### src/rtl/plru_if.sv
// Replacement-table port bundle: the cache FSM drives accesses/queries (master),
// the PLRU table returns the victim (slave).
interface plru_if #(
  parameter int ASSOC_NUM = 4,
  parameter int SET_NUM   = 256
);
  localparam int WAY_W = $clog2(ASSOC_NUM);
  localparam int SET_W = (SET_NUM > 1) ? $clog2(SET_NUM) : 1;

  logic                 upd_valid;
  logic [SET_W-1:0]     upd_set;
  logic [ASSOC_NUM-1:0] upd_way_oh;
  logic                 inv_valid;
  logic [SET_W-1:0]     inv_set;
  logic [SET_W-1:0]     query_set;
  logic [ASSOC_NUM-1:0] way_valid;
  logic [WAY_W-1:0]     victim;
  logic [ASSOC_NUM-1:0] victim_oh;

  modport master (
    output upd_valid, upd_set, upd_way_oh, inv_valid, inv_set, query_set, way_valid,
    input  victim, victim_oh
  );
  modport slave (
    input  upd_valid, upd_set, upd_way_oh, inv_valid, inv_set, query_set, way_valid,
    output victim, victim_oh
  );
endinterface

### src/rtl/plru_tree_array.sv
// Per-set tree pseudo-LRU table: heap-ordered node bits per set, invalid-way
// priority, and same-cycle bypass of update/invalidate into the victim query.
module plru_tree_array #(
  parameter int ASSOC_NUM = 4,
  parameter int SET_NUM   = 256
) (
  input logic  clk,
  input logic  resetn,
  plru_if.slave bus
);
  localparam int WAY_W = $clog2(ASSOC_NUM);
  localparam int SET_W = (SET_NUM > 1) ? $clog2(SET_NUM) : 1;
  localparam int NODES = ASSOC_NUM - 1;
  // With a single set the index ports collapse to entry 0.
  localparam logic [SET_W-1:0] SET_MASK = SET_W'(SET_NUM - 1);

  typedef logic [NODES-1:0] tree_t;

  tree_t state [SET_NUM];

  logic [SET_W-1:0] u_set, i_set, q_set;
  assign u_set = bus.upd_set   & SET_MASK;
  assign i_set = bus.inv_set   & SET_MASK;
  assign q_set = bus.query_set & SET_MASK;

  // Point every node on the accessed way's path away from it.
  function automatic tree_t touch(tree_t t, logic [WAY_W-1:0] way);
    int node;
    logic b;
    node = 0;
    for (int l = 0; l < WAY_W; l++) begin
      b = way[WAY_W-1-l];
      for (int n = 0; n < NODES; n++)
        if (n == node) t[n] = ~b;
      node = 2 * node + 1 + int'(b);
    end
    return t;
  endfunction

  function automatic logic [WAY_W-1:0] walk(tree_t t);
    int node;
    logic b;
    logic [WAY_W-1:0] v;
    node = 0;
    v    = '0;
    for (int l = 0; l < WAY_W; l++) begin
      b = 1'b0;
      for (int n = 0; n < NODES; n++)
        if (n == node) b = t[n];
      v[WAY_W-1-l] = b;
      node = 2 * node + 1 + int'(b);
    end
    return v;
  endfunction

  logic             upd_hit;
  logic [WAY_W-1:0] upd_way;
  always_comb begin
    upd_hit = 1'b0;
    upd_way = '0;
    for (int w = ASSOC_NUM - 1; w >= 0; w--)
      if (bus.upd_way_oh[w]) begin
        upd_hit = 1'b1;
        upd_way = WAY_W'(w);
      end
  end

  logic upd_en;
  assign upd_en = bus.upd_valid & upd_hit;

  tree_t upd_next, q_tree;
  always_comb begin
    upd_next = touch((bus.inv_valid && i_set == u_set) ? tree_t'(0) : state[u_set], upd_way);
    q_tree   = state[q_set];
    if (bus.inv_valid && i_set == q_set) q_tree = '0;
    if (upd_en && u_set == q_set)        q_tree = upd_next;
  end

  logic             any_inv;
  logic [WAY_W-1:0] first_inv;
  always_comb begin
    any_inv   = 1'b0;
    first_inv = '0;
    for (int w = ASSOC_NUM - 1; w >= 0; w--)
      if (!bus.way_valid[w]) begin
        any_inv   = 1'b1;
        first_inv = WAY_W'(w);
      end
  end

  assign bus.victim    = any_inv ? first_inv : walk(q_tree);
  assign bus.victim_oh = ASSOC_NUM'(1) << bus.victim;

  // The update write is ordered after the clear so inv+upd on one set composes.
  always_ff @(posedge clk) begin
    if (!resetn) begin
      for (int s = 0; s < SET_NUM; s++) state[s] <= '0;
    end else begin
      if (bus.inv_valid) state[i_set] <= '0;
      if (upd_en)        state[u_set] <= upd_next;
    end
  end
endmodule

### src/flat_wrapper.sv
// flat-port wrapper written by rule: the top's interface ports become plain ports
module plru_tree_array_flat 
#(
  parameter int ASSOC_NUM = 4,
  parameter int SET_NUM   = 256
)
  (clk, resetn, bus_upd_valid, bus_upd_set, bus_upd_way_oh, bus_inv_valid, bus_inv_set, bus_query_set, bus_way_valid, bus_victim, bus_victim_oh);
  plru_if #(.ASSOC_NUM(ASSOC_NUM), .SET_NUM(SET_NUM)) bus_i ();
  input logic clk;
  input logic resetn;
  input wire logic [$bits(bus_i.upd_valid)-1:0] bus_upd_valid;
  input wire logic [$bits(bus_i.upd_set)-1:0] bus_upd_set;
  input wire logic [$bits(bus_i.upd_way_oh)-1:0] bus_upd_way_oh;
  input wire logic [$bits(bus_i.inv_valid)-1:0] bus_inv_valid;
  input wire logic [$bits(bus_i.inv_set)-1:0] bus_inv_set;
  input wire logic [$bits(bus_i.query_set)-1:0] bus_query_set;
  input wire logic [$bits(bus_i.way_valid)-1:0] bus_way_valid;
  output wire logic [$bits(bus_i.victim)-1:0] bus_victim;
  output wire logic [$bits(bus_i.victim_oh)-1:0] bus_victim_oh;
  assign bus_i.upd_valid = bus_upd_valid;
  assign bus_i.upd_set = bus_upd_set;
  assign bus_i.upd_way_oh = bus_upd_way_oh;
  assign bus_i.inv_valid = bus_inv_valid;
  assign bus_i.inv_set = bus_inv_set;
  assign bus_i.query_set = bus_query_set;
  assign bus_i.way_valid = bus_way_valid;
  assign bus_victim = bus_i.victim;
  assign bus_victim_oh = bus_i.victim_oh;
  plru_tree_array #(.ASSOC_NUM(ASSOC_NUM), .SET_NUM(SET_NUM)) u_core (.clk(clk), .resetn(resetn), .bus(bus_i));
endmodule
### config.mk
export PLATFORM = sky130hd
export DESIGN_NAME = plru_tree_array_flat
export DESIGN_NICKNAME = d
export VERILOG_FILES = /design/src/rtl/plru_if.sv /design/src/rtl/plru_tree_array.sv /design/src/flat_wrapper.sv
export SDC_FILE = /design/constraint.sdc
export NUM_CORES = 2
export LEC_CHECK = 0
export ABC_AREA = 0
export ABC_CLOCK_PERIOD_IN_PS = 4100
export BUFFER_PORTS_ARGS = -buffer_cell sky130_fd_sc_hd__clkbuf_2
export CAP_MARGIN = 30
export CORE_MARGIN = 2
export CORE_UTILIZATION = 50
export DETAILED_ROUTE_END_ITERATION = 12
export GPL_TIMING_DRIVEN = 0
export HOLD_SLACK_MARGIN = 0.08
export MAX_ROUTING_LAYER = met4
export PLACE_DENSITY = 0.67
export REMOVE_ABC_BUFFERS = 1
export SLEW_MARGIN = 5
export SYNTH_ARGS = -nofsm -noshare
export SYNTH_HDL_FRONTEND = slang
export SYNTH_SLANG_ARGS = --single-unit
### constraint.sdc
create_clock -name clk -period 4.1 [get_ports clk]
set_input_delay 0.205 -clock clk [delete_from_list [all_inputs] [get_ports clk]]
set_output_delay 0.205 -clock clk [all_outputs]
set_load 0.005 [all_outputs]
# Yosys cells after proc, flatten, opt, wreduce, memory -nomap -nowiden
# Memory sizes are Yosys's and may differ from the RTL's.
# Index checks and enable logic that the tools add are counted.
# totals
register_bits	0
latch_bits	0
mem_bits_rw	768
rom_bits	0
input_bits	36
out_inout_bits	6
wordCells	60
n_memories	1
# mem_list
name	depth	width	read_ports	rd_ports_with_merged_regs	write_ports	line_no	rtl
u_core.state	256	3	2	0	256	plru_tree_array.sv:19	tree_t state [SET_NUM];
# op_classes
addsub	2
mul	0
n_div	0
order_cmp	0
n_eq_ne	7
n_shift	1
mux	39
bitwise_logic	3
n_reduce_logical	7
# op_table
op	count
2-bit by 32-bit equality test with 1-bit output, first input constant	2
3-bit by 32-bit equality test with 1-bit output, first input constant	2
32-bit zero test	2
8-bit equality test	3
1-bit 2-to-1 mux	23
2-bit 2-to-1 mux	9
8-bit 2-to-1 mux	2
3-bit 2-to-1 mux	5
3-bit OR reduction	2
1-bit by 1-bit adder with 2-bit output, first input constant	2
1-bit by 2-bit left shift with 4-bit output, first input constant	1
1-bit logical AND	3
1-bit NOT	2
1-bit AND	1

# Longest topological paths before layout
# depth
ltp_word	15
depth_mapped	17
ltp_nobuf	9

# Least setup slack after synthesis
# OpenSTA, ideal clock, no wires.
# synth_path
path_kind	input -> register
startpoint	input port bus_upd_set[1]
endpoint	memory u_core.state[100][1] (netlist bit), data pin
setup_ns	0.254
arrival_ns	2.982
required_ns	3.846
slack_ns	0.865
stages	14
n_path_buf	5
cell_sequence	buf_2 > buf_1 > clkbuf_1 > mux4_2 > a22oi_1 > nand2_1 > a21oi_1 > o211ai_1 > a2111oi_2 > o22ai_1 > a21oi_2 > buf_4 > buf_6 > nor2_1
# synth_lines
element	line_no	rtl
start, declared	flat_wrapper.sv:12	input wire logic [$bits(bus_i.upd_set)-1:0] bus_upd_set;
end, declared	plru_tree_array.sv:19	

# Worst setup path after layout
# layout_path
startpoint	input port bus_query_set[3]
endpoint	output port bus_victim_oh[2]
# layout_between
elab_chain_cells	11
elab_cells_between_ends	16
classes_between	1 x add/sub; 4 x eq/ne; 1 x shift; 6 x mux; 3 x reduce/logical; 1 x memory
# layout_rtl
element	line_no	rtl
start, declared	flat_wrapper.sv:16	input wire logic [$bits(bus_i.query_set)-1:0] bus_query_set;
parallel branches: the longest is 3 deep, another holds memory 256 x 3 bit	-	
3-bit 2-to-1 mux *	plru_tree_array.sv:76	if (upd_en && u_set == q_set) q_tree = upd_next;
1-bit by 1-bit adder with 2-bit output	plru_tree_array.sv:51	node = 2 * node + 1 + int'(b);
32-bit zero test	plru_tree_array.sv:49	if (n == node) b = t[n];
1-bit 2-to-1 mux (3 in a row)	plru_tree_array.sv:49	
2-bit 2-to-1 mux *	plru_tree_array.sv:91	assign bus.victim = any_inv ? first_inv : walk(q_tree);
1-bit by 2-bit left shift with 4-bit output *	plru_tree_array.sv:92	assign bus.victim_oh = ASSOC_NUM'(1) << bus.victim;
end, declared	flat_wrapper.sv:19	output wire logic [$bits(bus_i.victim_oh)-1:0] bus_victim_oh;
# Every way passes the cells marked *.

==> metrics.txt <==
commonest register cell after synthesis sky130_fd_sc_hd__edfxtp_1; critical path's largest stage delay 590 ps; signal arrival time at the worst endpoint a little over 4000 ps; endpoint of the most critical register-to-register path u_core.state[26][1]; final setup margin -178 ps; max-cap violation count 0; Hold WC Path Type in -> reg; data required time at the worst endpoint slightly below 4000 ps; final setup violation count 48; number of remaining DRC errors 0; area of all placed cells without fillers about 47000 um^2; DR vias 33700; H-tree levels 3; overall track demand over capacity in global routing 39.5%; most frequent standard cell in the layout excluding fill and tap cells sky130_fd_sc_hd__nor2_1; Antenna Violating Nets Remaining 0; Longest Clk Path Bufs 3; maximum clock frequency around 230 MHz; initial antenna violation count 11; proportion of synthesized chip area in sequential cells about 55%; cell mode on critical path sky130_fd_sc_hd__clkbuf_2; Chip Height 294 um; total overflow reported by the global router 0; tightest slew margin relative to the limit 17.6%; capturing element type of the critical path output port; Critical Path Source bus_query_set[3]; effective utilization at floorplan between 50% and 60%; worst-margin pin slew 1230 ps; Synth warnings 0; Core ar. 83400 um^2; endpoints failing hold 0; sum of buffers and inverters on the critical path 3; number of enable-type register cells in the synthesized netlist around 770; 1st-iter DRT viols 6815; overall power of the completed layout roughly 19 mW; Synth async-reset ratio 0%; Slew Viols, Final 0; number of core rows between 100 and 150; critical-path cell with the highest stage delay sky130_fd_sc_hd__nor2_2; max reg flops 768; startpoint type of the worst setup path input port; Clock Sinks 768; first-pass GRT wire length 233000 um; cell family with the largest share of critical-path delay simple AND/OR/NAND/NOR gates; endpoint of the worst setup timing path bus_victim_oh[2]; Syn-to-layout area delta 12.7%; final weighted congestion of routability-driven global placement 1.06; flop-to-flop setup slack -30 ps; Syn Area/Cell 12.3 um^2; PD cells 406 nW/um^2; Tmin final approximately 4300 ps; Worst R2R Start u_core.state[66][1]; status finished with violations; RSZ-0062 raised after global routing no; overall die area 86300 um^2; post-DR wirelength/cell 37.1 um; DP Wirelength 109000 um; vias in the first global route about 32000; Post-layout nets 3393; clock-pin transition on the worst setup and hold timing paths 60 ps; number of buffers inserted by port buffering 41; number of iterations in the first detailed-routing pass 7; Synth Instances 3411; fraction of layout instances using a drive strength above 1 19.0%; count of fill cells added during filler insertion roughly 6500; violated checks negative setup slack; clock tree from TritonCTS yes; maximum resistive drop on vdd 291 uV; number of buffers added by the clock tree synthesis step 83; biggest registers after layout u_core.state (768); largest net degree at the start of global routing 114; depth of the critical timing path with buffers and inverters included 12; CTS Root Buffer Type sky130_fd_sc_hd__clkbuf_16; period utilisation layout 104%; Synth Cell Area 42000 um^2; commonest cells after routing, fill and taps aside sky130_fd_sc_hd__nor2_1 (811), sky130_fd_sc_hd__edfxtp_1 (768), sky130_fd_sc_hd__nand2_1 (338), sky130_fd_sc_hd__mux4_2 (264), sky130_fd_sc_hd__o211ai_1 (262); Cell Area, Placed 44000 um^2; number of storage elements in the synthesis netlist between 700 and 800; WL final 167000 um; total leakage power ~16 nW; largest register by flop count u_core.state; Crit Path Category in -> out; library cells used by synthesis 70; top-level I/O count 42; die outline width 294 um; routed vias/inst 7.49; Crit Path Max Fanout 25; Clk Latency, worst-skew pair between 600 and 700 ps; cells on worst reg2reg path 12; worst clock skew on the final layout about 28 ps; CP Cell Sequence clkbuf_2 -> buf_12 -> nand2_1 -> nor2_2 -> nand3_1 -> nand4_1 -> nor2_1 -> mux4_2 -> nor2b_1 -> o311a_1 -> a21boi_1 -> clkbuf_2
[report_power, final]
part	switching, mW	internal [mW]	leakage [nW]
clock network	3.21	4.36	1.30
logic	1.65	0.920	6.62
registers	0.149	8.93	7.75
total	5.00	14.2	15.7
[area by class of cell]
cell class | instances | area [um^2] | share of cell area, %
diodes | 9 | 22.5 | 0.0476
clock buffers | 106 | 2250 | 4.75
clock inverters | 41 | 399 | 0.844
inverters | 8 | 35.0 | 0.0740
multi-input cells | 2317 | 17500 | 37.0
flip-flops and latches | 768 | 23100 | 48.7
well taps | 1080 | 1350 | 2.86
repair buffers | 179 | 2680 | 5.66
[worst min path at each step]
stage	start	end	slack, ps	cells past startpoint
6_report	bus_upd_way_oh[0]	u_core.state[70][1]	220	3
3_3_place_gp	bus_way_valid[1]	bus_victim[1]	770	3
2_1_floorplan	resetn	u_core.state[100][0]	480	1
5_1_grt	bus_upd_way_oh[0]	u_core.state[66][1]	200	3
4_1_cts	bus_upd_way_oh[0]	u_core.state[79][1]	150	3
3_5_place_dp	bus_upd_way_oh[2]	u_core.state[114][2]	710	3
[kinds of logic after synthesis]
group / Yosys count / share of synthesized area, %
buf+inv: 327 / 4.14
compound gates: 452 / 7.98
mux: 460 / 19.0
xor+xnor: 24 / 0.501
simple gates: 1380 / 13.4
flops: 768 / 55.0
[cells in the mapped netlist, types with 4 or more instances]
master | count | share of area [%]
sky130_fd_sc_hd__xnor2_1 | 7 | 0.15
sky130_fd_sc_hd__and4_1 | 5 | 0.10
sky130_fd_sc_hd__o21ai_0 | 10 | 0.12
sky130_fd_sc_hd__a22oi_1 | 76 | 1.4
sky130_fd_sc_hd__nand4_1 | 14 | 0.21
sky130_fd_sc_hd__buf_2 | 51 | 0.61
sky130_fd_sc_hd__nor2b_1 | 33 | 0.49
sky130_fd_sc_hd__inv_1 | 5 | 0.045
sky130_fd_sc_hd__nor4_1 | 5 | 0.075
sky130_fd_sc_hd__nand2_1 | 356 | 3.2
sky130_fd_sc_hd__buf_4 | 55 | 0.98
sky130_fd_sc_hd__xor2_1 | 17 | 0.35
sky130_fd_sc_hd__mux4_1 | 4 | 0.25
sky130_fd_sc_hd__o22ai_1 | 4 | 0.060
sky130_fd_sc_hd__buf_12 | 4 | 0.19
sky130_fd_sc_hd__edfxtp_1 | 768 | 55
sky130_fd_sc_hd__mux2i_1 | 182 | 4.3
sky130_fd_sc_hd__nand3b_1 | 6 | 0.11
sky130_fd_sc_hd__buf_6 | 19 | 0.51
sky130_fd_sc_hd__mux4_2 | 264 | 14
sky130_fd_sc_hd__a221oi_1 | 7 | 0.15
sky130_fd_sc_hd__nor2_1 | 830 | 7.4
sky130_fd_sc_hd__and2_1 | 12 | 0.18
sky130_fd_sc_hd__a21oi_1 | 39 | 0.47
sky130_fd_sc_hd__nand3_1 | 61 | 0.73
sky130_fd_sc_hd__buf_1 | 9 | 0.080
sky130_fd_sc_hd__nand2b_1 | 12 | 0.18
sky130_fd_sc_hd__o311ai_0 | 5 | 0.10
sky130_fd_sc_hd__o211ai_1 | 262 | 4.7
sky130_fd_sc_hd__nor3_1 | 25 | 0.30
sky130_fd_sc_hd__mux2_2 | 10 | 0.27
sky130_fd_sc_hd__clkbuf_1 | 178 | 1.6
sky130_fd_sc_hd__and3_1 | 5 | 0.075
sky130_fd_sc_hd__a22o_1 | 7 | 0.15
sky130_fd_sc_hd__a211oi_1 | 7 | 0.13
[worst min-delay path, cell delays in order]
cell                       delay, ps
sky130_fd_sc_hd__clkbuf_2        220
sky130_fd_sc_hd__a21oi_2         210
sky130_fd_sc_hd__nor2_1          120
[what timing repair did]
item / in CTS / in global routing
pin swaps: 3 / 2
cloned: 6 / 2
hold buffers: 1 / 0
gates resized for setup: 16 / 11
hold endpoints to repair: 6 / 0
setup endpoints to repair: 263 / 128
setup buffers: 17 / 4
[layer usage]
metal / GRT usage (%) / routed length, um / vias to the layer above / share of wire (%)
li1: - / - / 12900 / -
met1: 48.9 / 53400 / 16500 / 32
met2: 54.0 / 69600 / 3591 / 42
met3: 14.9 / 30300 / 838 / 18
met4: 26.2 / 13800 / 0 / 8.3
met5: - / 0 / - / 0
[per-stage QoR]
step                      hold slack (ps)  setup WS, ps  util (%)  setup TNS (ps)  std cells
after CTS                             153        -0.486      56.5          -0.486       4487
after global placement                768        -13480      50.1               -       4213
after detailed placement              713         -1400      52.8         -351970       4316
final                                 220          -178      56.7           -1900       4508
after global routing                  197          23.3      56.7               0       4507
after floorplan                       476         -3220         -        -1151100       3092
Note: power is estimated with default switching activity, not from simulation.
